<file path="src/rtl/audio_sample_fifo_if.sv">
// iomem-bus request/response bundle for the audio sample FIFO peripheral.
// Handshake: the slave accepts one access when iomem_valid && sel && !iomem_ready and
// answers with a single-cycle iomem_ready pulse, with iomem_rdata valid in that cycle.
interface audio_sample_fifo_if;
  logic        iomem_valid;
  logic        sel;
  logic [7:0]  iomem_addr;
  logic [3:0]  iomem_wstrb;
  logic [31:0] iomem_wdata;
  logic [31:0] iomem_rdata;
  logic        iomem_ready;

  modport master (
    output iomem_valid, sel, iomem_addr, iomem_wstrb, iomem_wdata,
    input  iomem_rdata, iomem_ready
  );

  modport slave (
    input  iomem_valid, sel, iomem_addr, iomem_wstrb, iomem_wdata,
    output iomem_rdata, iomem_ready
  );
endinterface

</file>
<file path="src/rtl/audio_sample_fifo.sv">
// CPU-filled sample FIFO drained by a programmable sample-rate timer, feeding the
// PDM DAC so playback timing does not depend on when the CPU gets around to writing.
module audio_sample_fifo #(
  parameter int DEPTH_LOG2  = 4,
  parameter int SAMPLE_W    = 12,
  parameter int DEFAULT_DIV = 1999
) (
  input  logic                clk,
  input  logic                resetn,
  audio_sample_fifo_if.slave  bus,
  output logic [SAMPLE_W-1:0] sample_out,
  output logic                sample_tick,
  output logic                irq_low
);
  localparam int                  DEPTH    = 2 ** DEPTH_LOG2;
  localparam logic [15:0]         DIV_RST  = 16'(DEFAULT_DIV);
  localparam logic [DEPTH_LOG2:0] LVL_FULL = (DEPTH_LOG2 + 1)'(DEPTH);
  localparam logic [DEPTH_LOG2:0] LVL_HALF = (DEPTH_LOG2 + 1)'(DEPTH / 2);

  logic [SAMPLE_W-1:0]   r_mem [DEPTH];
  logic [DEPTH_LOG2-1:0] r_wptr, r_rptr;
  logic [DEPTH_LOG2:0]   r_level, w_level_next;
  logic [15:0]           r_div, r_cnt;
  logic                  r_enable, r_irq_en, r_unf, r_ovf;
  logic                  r_ready, r_tick, r_irq;
  logic [31:0]           r_rdata, w_rdata;
  logic [SAMPLE_W-1:0]   r_sample;

  logic w_access, w_wr, w_empty, w_full, w_tick, w_flush;
  logic w_push, w_pop, w_push_ok, w_unf_set, w_ovf_set, w_stat_wr, w_ctrl_wr, w_div_wr;

  assign w_access  = bus.iomem_valid & bus.sel & ~r_ready;
  assign w_wr      = w_access & (|bus.iomem_wstrb);
  assign w_empty   = (r_level == '0);
  assign w_full    = (r_level == LVL_FULL);
  assign w_tick    = r_enable & (r_cnt == 16'd0);
  assign w_ctrl_wr = w_wr & (bus.iomem_addr == 8'h0C);
  assign w_stat_wr = w_wr & (bus.iomem_addr == 8'h08);
  assign w_div_wr  = w_wr & (bus.iomem_addr == 8'h04);
  assign w_push    = w_wr & (bus.iomem_addr == 8'h00);
  assign w_flush   = w_ctrl_wr & bus.iomem_wdata[1];
  // A flush cancels the tick's pop entirely, so it cannot also report underflow.
  assign w_pop     = w_tick & ~w_flush & ~w_empty;
  assign w_unf_set = w_tick & ~w_flush & w_empty;
  // When full, a same-cycle pop frees the slot the push needs.
  assign w_push_ok = w_push & (~w_full | w_pop);
  assign w_ovf_set = w_push & w_full & ~w_pop;

  always_comb begin
    w_level_next = r_level;
    if (w_flush)                w_level_next = '0;
    else if (w_push_ok & ~w_pop) w_level_next = r_level + 1'b1;
    else if (w_pop & ~w_push_ok) w_level_next = r_level - 1'b1;
  end

  always_comb begin
    w_rdata = '0;
    case (bus.iomem_addr)
      8'h04: w_rdata[15:0] = r_div;
      8'h08: begin
        w_rdata[DEPTH_LOG2:0] = r_level;
        w_rdata[8]            = w_empty;
        w_rdata[9]            = w_full;
        w_rdata[16]           = r_unf;
        w_rdata[17]           = r_ovf;
      end
      8'h0C: begin
        w_rdata[0] = r_enable;
        w_rdata[2] = r_irq_en;
      end
      default: w_rdata = '0;
    endcase
  end

  always_ff @(posedge clk) begin
    if (w_push_ok) r_mem[r_wptr] <= bus.iomem_wdata[SAMPLE_W-1:0];
  end

  always_ff @(posedge clk) begin
    if (!resetn) begin
      r_ready  <= 1'b0;
      r_rdata  <= '0;
      r_div    <= DIV_RST;
      r_enable <= 1'b0;
      r_irq_en <= 1'b0;
      r_unf    <= 1'b0;
      r_ovf    <= 1'b0;
    end else begin
      r_ready <= w_access;
      if (w_access) r_rdata <= w_rdata;
      if (w_div_wr && bus.iomem_wstrb[0]) r_div[7:0]  <= bus.iomem_wdata[7:0];
      if (w_div_wr && bus.iomem_wstrb[1]) r_div[15:8] <= bus.iomem_wdata[15:8];
      if (w_ctrl_wr) begin
        r_enable <= bus.iomem_wdata[0];
        r_irq_en <= bus.iomem_wdata[2];
      end
      // A flag raised in the same cycle as its clear wins, so no event is lost.
      r_unf <= (r_unf & ~(w_stat_wr & bus.iomem_wdata[16])) | w_unf_set;
      r_ovf <= (r_ovf & ~(w_stat_wr & bus.iomem_wdata[17])) | w_ovf_set;
    end
  end

  always_ff @(posedge clk) begin
    if (!resetn) begin
      r_cnt  <= DIV_RST;
      r_tick <= 1'b0;
    end else if (!r_enable || w_tick) begin
      r_cnt  <= r_div;
      r_tick <= w_tick;
    end else begin
      r_cnt  <= r_cnt - 16'd1;
      r_tick <= 1'b0;
    end
  end

  always_ff @(posedge clk) begin
    if (!resetn) begin
      r_wptr   <= '0;
      r_rptr   <= '0;
      r_level  <= '0;
      r_sample <= SAMPLE_W'(1) << (SAMPLE_W - 1);
      r_irq    <= 1'b0;
    end else begin
      r_level <= w_level_next;
      r_irq   <= r_enable & r_irq_en & (r_level <= LVL_HALF);
      if (w_flush) begin
        r_wptr <= '0;
        r_rptr <= '0;
      end else begin
        if (w_push_ok) r_wptr <= r_wptr + 1'b1;
        if (w_pop) begin
          r_rptr   <= r_rptr + 1'b1;
          r_sample <= r_mem[r_rptr];
        end
      end
    end
  end

  assign bus.iomem_ready = r_ready;
  assign bus.iomem_rdata = r_rdata;
  assign sample_out      = r_sample;
  assign sample_tick     = r_tick;
  assign irq_low         = r_irq;
endmodule

</file>
<file path="src/flat_wrapper.sv">
// flat-port wrapper written by rule: the top's interface ports become plain ports
module audio_sample_fifo_flat 
#(
  parameter int DEPTH_LOG2  = 4,
  parameter int SAMPLE_W    = 12,
  parameter int DEFAULT_DIV = 1999
)
  (clk, resetn, sample_out, sample_tick, irq_low, bus_iomem_valid, bus_sel, bus_iomem_addr, bus_iomem_wstrb, bus_iomem_wdata, bus_iomem_rdata, bus_iomem_ready);
  audio_sample_fifo_if bus_i ();
  input  logic clk;
  input  logic resetn;
  output logic [SAMPLE_W-1:0] sample_out;
  output logic sample_tick;
  output logic irq_low;
  input wire logic [$bits(bus_i.iomem_valid)-1:0] bus_iomem_valid;
  input wire logic [$bits(bus_i.sel)-1:0] bus_sel;
  input wire logic [$bits(bus_i.iomem_addr)-1:0] bus_iomem_addr;
  input wire logic [$bits(bus_i.iomem_wstrb)-1:0] bus_iomem_wstrb;
  input wire logic [$bits(bus_i.iomem_wdata)-1:0] bus_iomem_wdata;
  output wire logic [$bits(bus_i.iomem_rdata)-1:0] bus_iomem_rdata;
  output wire logic [$bits(bus_i.iomem_ready)-1:0] bus_iomem_ready;
  assign bus_i.iomem_valid = bus_iomem_valid;
  assign bus_i.sel = bus_sel;
  assign bus_i.iomem_addr = bus_iomem_addr;
  assign bus_i.iomem_wstrb = bus_iomem_wstrb;
  assign bus_i.iomem_wdata = bus_iomem_wdata;
  assign bus_iomem_rdata = bus_i.iomem_rdata;
  assign bus_iomem_ready = bus_i.iomem_ready;
  audio_sample_fifo #(.DEPTH_LOG2(DEPTH_LOG2), .SAMPLE_W(SAMPLE_W), .DEFAULT_DIV(DEFAULT_DIV)) u_core (.clk(clk), .resetn(resetn), .bus(bus_i), .sample_out(sample_out), .sample_tick(sample_tick), .irq_low(irq_low));
endmodule
</file>
<file path="config.mk">
export PLATFORM = sky130hd
export DESIGN_NAME = audio_sample_fifo_flat
export DESIGN_NICKNAME = d
export VERILOG_FILES = /design/src/rtl/audio_sample_fifo_if.sv /design/src/rtl/audio_sample_fifo.sv /design/src/flat_wrapper.sv
export SDC_FILE = /design/constraint.sdc
export NUM_CORES = 1
export LEC_CHECK = 0
export ABC_CLOCK_PERIOD_IN_PS = 4000
export CAP_MARGIN = 10
export CORE_MARGIN = 8
export CORE_UTILIZATION = 40
export DETAILED_ROUTE_END_ITERATION = 16
export MAX_ROUTING_LAYER = met4
export PLACE_DENSITY = 0.58
export SETUP_SLACK_MARGIN = 0.15
export SYNTH_ARGS = -nofsm -noshare
export SYNTH_HDL_FRONTEND = slang
export SYNTH_SLANG_ARGS = --single-unit
</file>
<file path="constraint.sdc">
create_clock -name clk -period 4 [get_ports clk]
set_input_delay 0.6 -clock clk [delete_from_list [all_inputs] [get_ports clk]]
set_output_delay 0.6 -clock clk [all_outputs]
set_load 0.01 [all_outputs]
</file>
==> run metrics <==
remaining global-route overflow 0; H-tree depth 1; Die H 183 µm; worst path bufs/invs 1; post-synthesis register bit count 274; worst-skew pair later-pin latency 540 ps; Cells after Synth 756; Synth Area in Compound Gates 0.0775; Async SR Flop Fraction 0; GR Util All Layers 0.166; Worst Setup Slack, final 641 ps; clock slew at reported path FFs 60 ps; starting density of the core 0.405; synth top area cells edfxtp_1, dfxtp_1, mux4_2, nand2_1, nand3_1; count of flip-flops with a built-in enable after synthesis 192; post-cts sizing count 0; crit path max fanout 4; Post-Synthesis Cell Area 11200 µm²; Port Buf Inserts 66; crit end category flip-flop; power density cells 427 nW/µm²; Crit path top cell by count a21oi_1; ANT nets after route 0; CTS tree done; Worst EP required 4470 ps; Post-CTS Setup Bufs 0; Yosys top cell area share 0.514; worst-path cell chain nor4_1 > nor2b_1 > o2111ai_2 > a21boi_2 > ha_1 > inv_1 > fa_1 > a21o_1 > a21oi_1 > xnor2_1 > or3_1 > a21oi_1; P&R area growth vs syn 18.5%; P_leak 4.50 nW; Die X 183 µm; DP HPWL 17.6 mm; area of the multi-input gates 3530 µm²; Final Hold Viols 0; Netlist cell types 60; Slew Viols, Final 0; crit path DAT 3830 ps; CORE AREA 27700 µm²; Synth Flop Type edfxtp_1; post-route setup TNS 0 ps; slew of the pin with the lowest slew margin 1120 ps; worst hold path class reg -> reg; hold_buf cts 0; Non-Filler Instances 1248; 1st-iter DRT viols 503; hold slack 452 ps; fin crit share 0.840; vias in the first global route 6912; Post-Synth Simple-Gate Area 0.0967; Worst Clk Skew 7.58 ps; final WL 27.3 mm; nets 906; Initial DRT Pass Iterations 4; Synth area leader edfxtp_1; initial antenna violation count 1; # clock sinks 274; pin count of the biggest net entering global routing 44; mean routed wirelength per cell 21.9 µm; Final Critical Period 3360 ps; via density per instance 5.36; mux cell area share after synthesis 0.107; clk buf depth 3; delay-heaviest family, CP simple AND/OR/NAND/NOR gates; Slowest-stage cell, CP nor4_1; cell count after placement 1193; first-pass GRT wire length 41.3 mm; Max Cap Viol 0; syn_area_per_cell 14.8 µm²; main combinational cell family by area after synthesis multiplexers; critical path start-end classification reg -> reg; status finished, final reports clean; RSZ-0062 raised after global routing false; Ports 95; dpl ws 181 ps; Residual DRC 0; routed vias 6689; crit start category flip-flop; sequential element share of the synthesized area 0.660; Final Wtd Congestion 0.829; total CTS buffers 29; Fill cells 2415; peak supply drop 0.287 mV; synth warn 0; FP Rows 61; clk root buf clkbuf_16; slew margin rel. 0.252; setup violators final 0; Largest stage delay, worst path 470 ps; Register Area 7410 µm²; Max Fclk 298 MHz; adder-cell area share of the yosys netlist 0.0141; Synth Area in XOR/XNOR 0.0141; layout cells sized above 1 0.167; die area 33700 µm²
[worst reg2reg max path, delay by kind of cell, from the launching register on]
family,cells,cell delay (ps)
simple gates,3,1170
xor+xnor,1,90
buf+inv,1,110
flops,1,340
compound gates,5,950
fa+ha+maj,2,640
[final cells by class]
class,instances,share of cell area
clock inverters,7,0.00499
inverters,9,0.00254
diodes,1,0.000188
multi-input cells,427,0.265
flip-flops and latches,274,0.558
repair buffers,105,0.0723
well taps,378,0.0356
clock buffers,47,0.0612
[registers in the layout (all words and copies together), names as in the netlist, 4 cells and up]
name                    count
u_core.r_mem              192
u_core.bus.iomem_rdata     18
u_core.r_cnt               16
u_core.r_div               16
u_core.sample_out          12
u_core.r_level              5
u_core.r_rptr               4
u_core.r_wptr               4
[cell usage after synthesis, drive strengths merged (3+ instances only)]
cell and number:
a211oi 5, a21oi 39, a221oi 15, a22o 13, and2 4, and3 21, and4 3, buf 29
clkbuf 30, dfxtp 82, edfxtp 192, ha 11, inv 9, mux2i 10, mux4 48, nand2 55
nand3 41, nand4 6, nor2 25, nor2b 9, nor3 4, nor4 7, o2111ai 5, o211ai 14
o21ai 26, or2 4, or3 7, or4 3, xnor2 6, xor2 12
[layer usage]
metal  GRT usage  wire (µm)  vias up
li1            -          -     3097
met1       0.224      12700     3392
met2       0.264      12900      167
met3      0.0217       1310       33
met4      0.0413        480        0
met5           -          0        -
[cell usage in the layout (no fill, tap or decap), drive strengths merged, types with 2 or more instances in the layout]
cell type,Yosys,routed
nand4,6,6
a21oi,39,39
ha,11,11
or4,3,3
a21o,2,2
and3,21,21
clkbuf,30,47
nor3,4,4
o211ai,14,14
clkinv,0,4
or3,7,7
conb,1,14
and2,4,4
o2111ai,5,5
xnor2,6,6
inv,9,10
mux4,48,48
o21ai,26,26
a22o,13,13
mux2,2,2
nand2,55,55
buf,29,40
a211oi,5,5
and4b,2,2
nor2b,9,9
nor2,25,25
a221oi,15,15
dfxtp,82,82
or2,4,4
nor4,7,7
edfxtp,192,192
and4,3,3
xor2,12,12
clkdlybuf4s50,0,65
nand3b,2,2
mux2i,10,10
nand3,41,41
[path summary, 6_finish.rpt]
| kind | end | slack (ps) | cells past startpoint | start |
|---|---|---|---|---|
| hold / removal | u_core.bus.iomem_rdata[6] | 450 | 2 | u_core.bus.iomem_rdata[6] |
| setup reg to reg | u_core.r_level[4] | 640 | 12 | u_core.r_cnt[11] |
| hold reg to reg | u_core.bus.iomem_rdata[6] | 450 | 2 | u_core.bus.iomem_rdata[6] |
| setup / recovery | u_core.r_level[4] | 640 | 12 | u_core.r_cnt[11] |
[cells by family (layout without fill, tap and decap cells)]
group | after synthesis | in the layout
adders and majority gates | 12 | 12
buffers and inverters | 68 | 168
DFF | 274 | 274
AOI/OAI and AO/OA | 125 | 125
xor gates and xnor gates | 18 | 18
and+or+nand+nor | 198 | 198
muxes | 60 | 60
other | 1 | 15
[metrics by stage]
step | power (mW) | area [µm²] | utilization
2_1_floorplan | 3.15 | 11300 | -
3_3_place_gp | 3.23 | 12400 | 0.448
3_5_place_dp | 3.23 | 12400 | 0.448
4_1_cts | 5.71 | 13300 | 0.480
5_1_grt | 5.83 | 13300 | 0.480
6_report | 5.67 | 13300 | 0.480
[power breakdown]
group	internal [mW]	switching, mW
registers	3.03	0.00254
clock network	1.45	1.05
logic	0.0475	0.0859
total	4.53	1.14
Note: power is estimated with default switching activity, not from simulation.
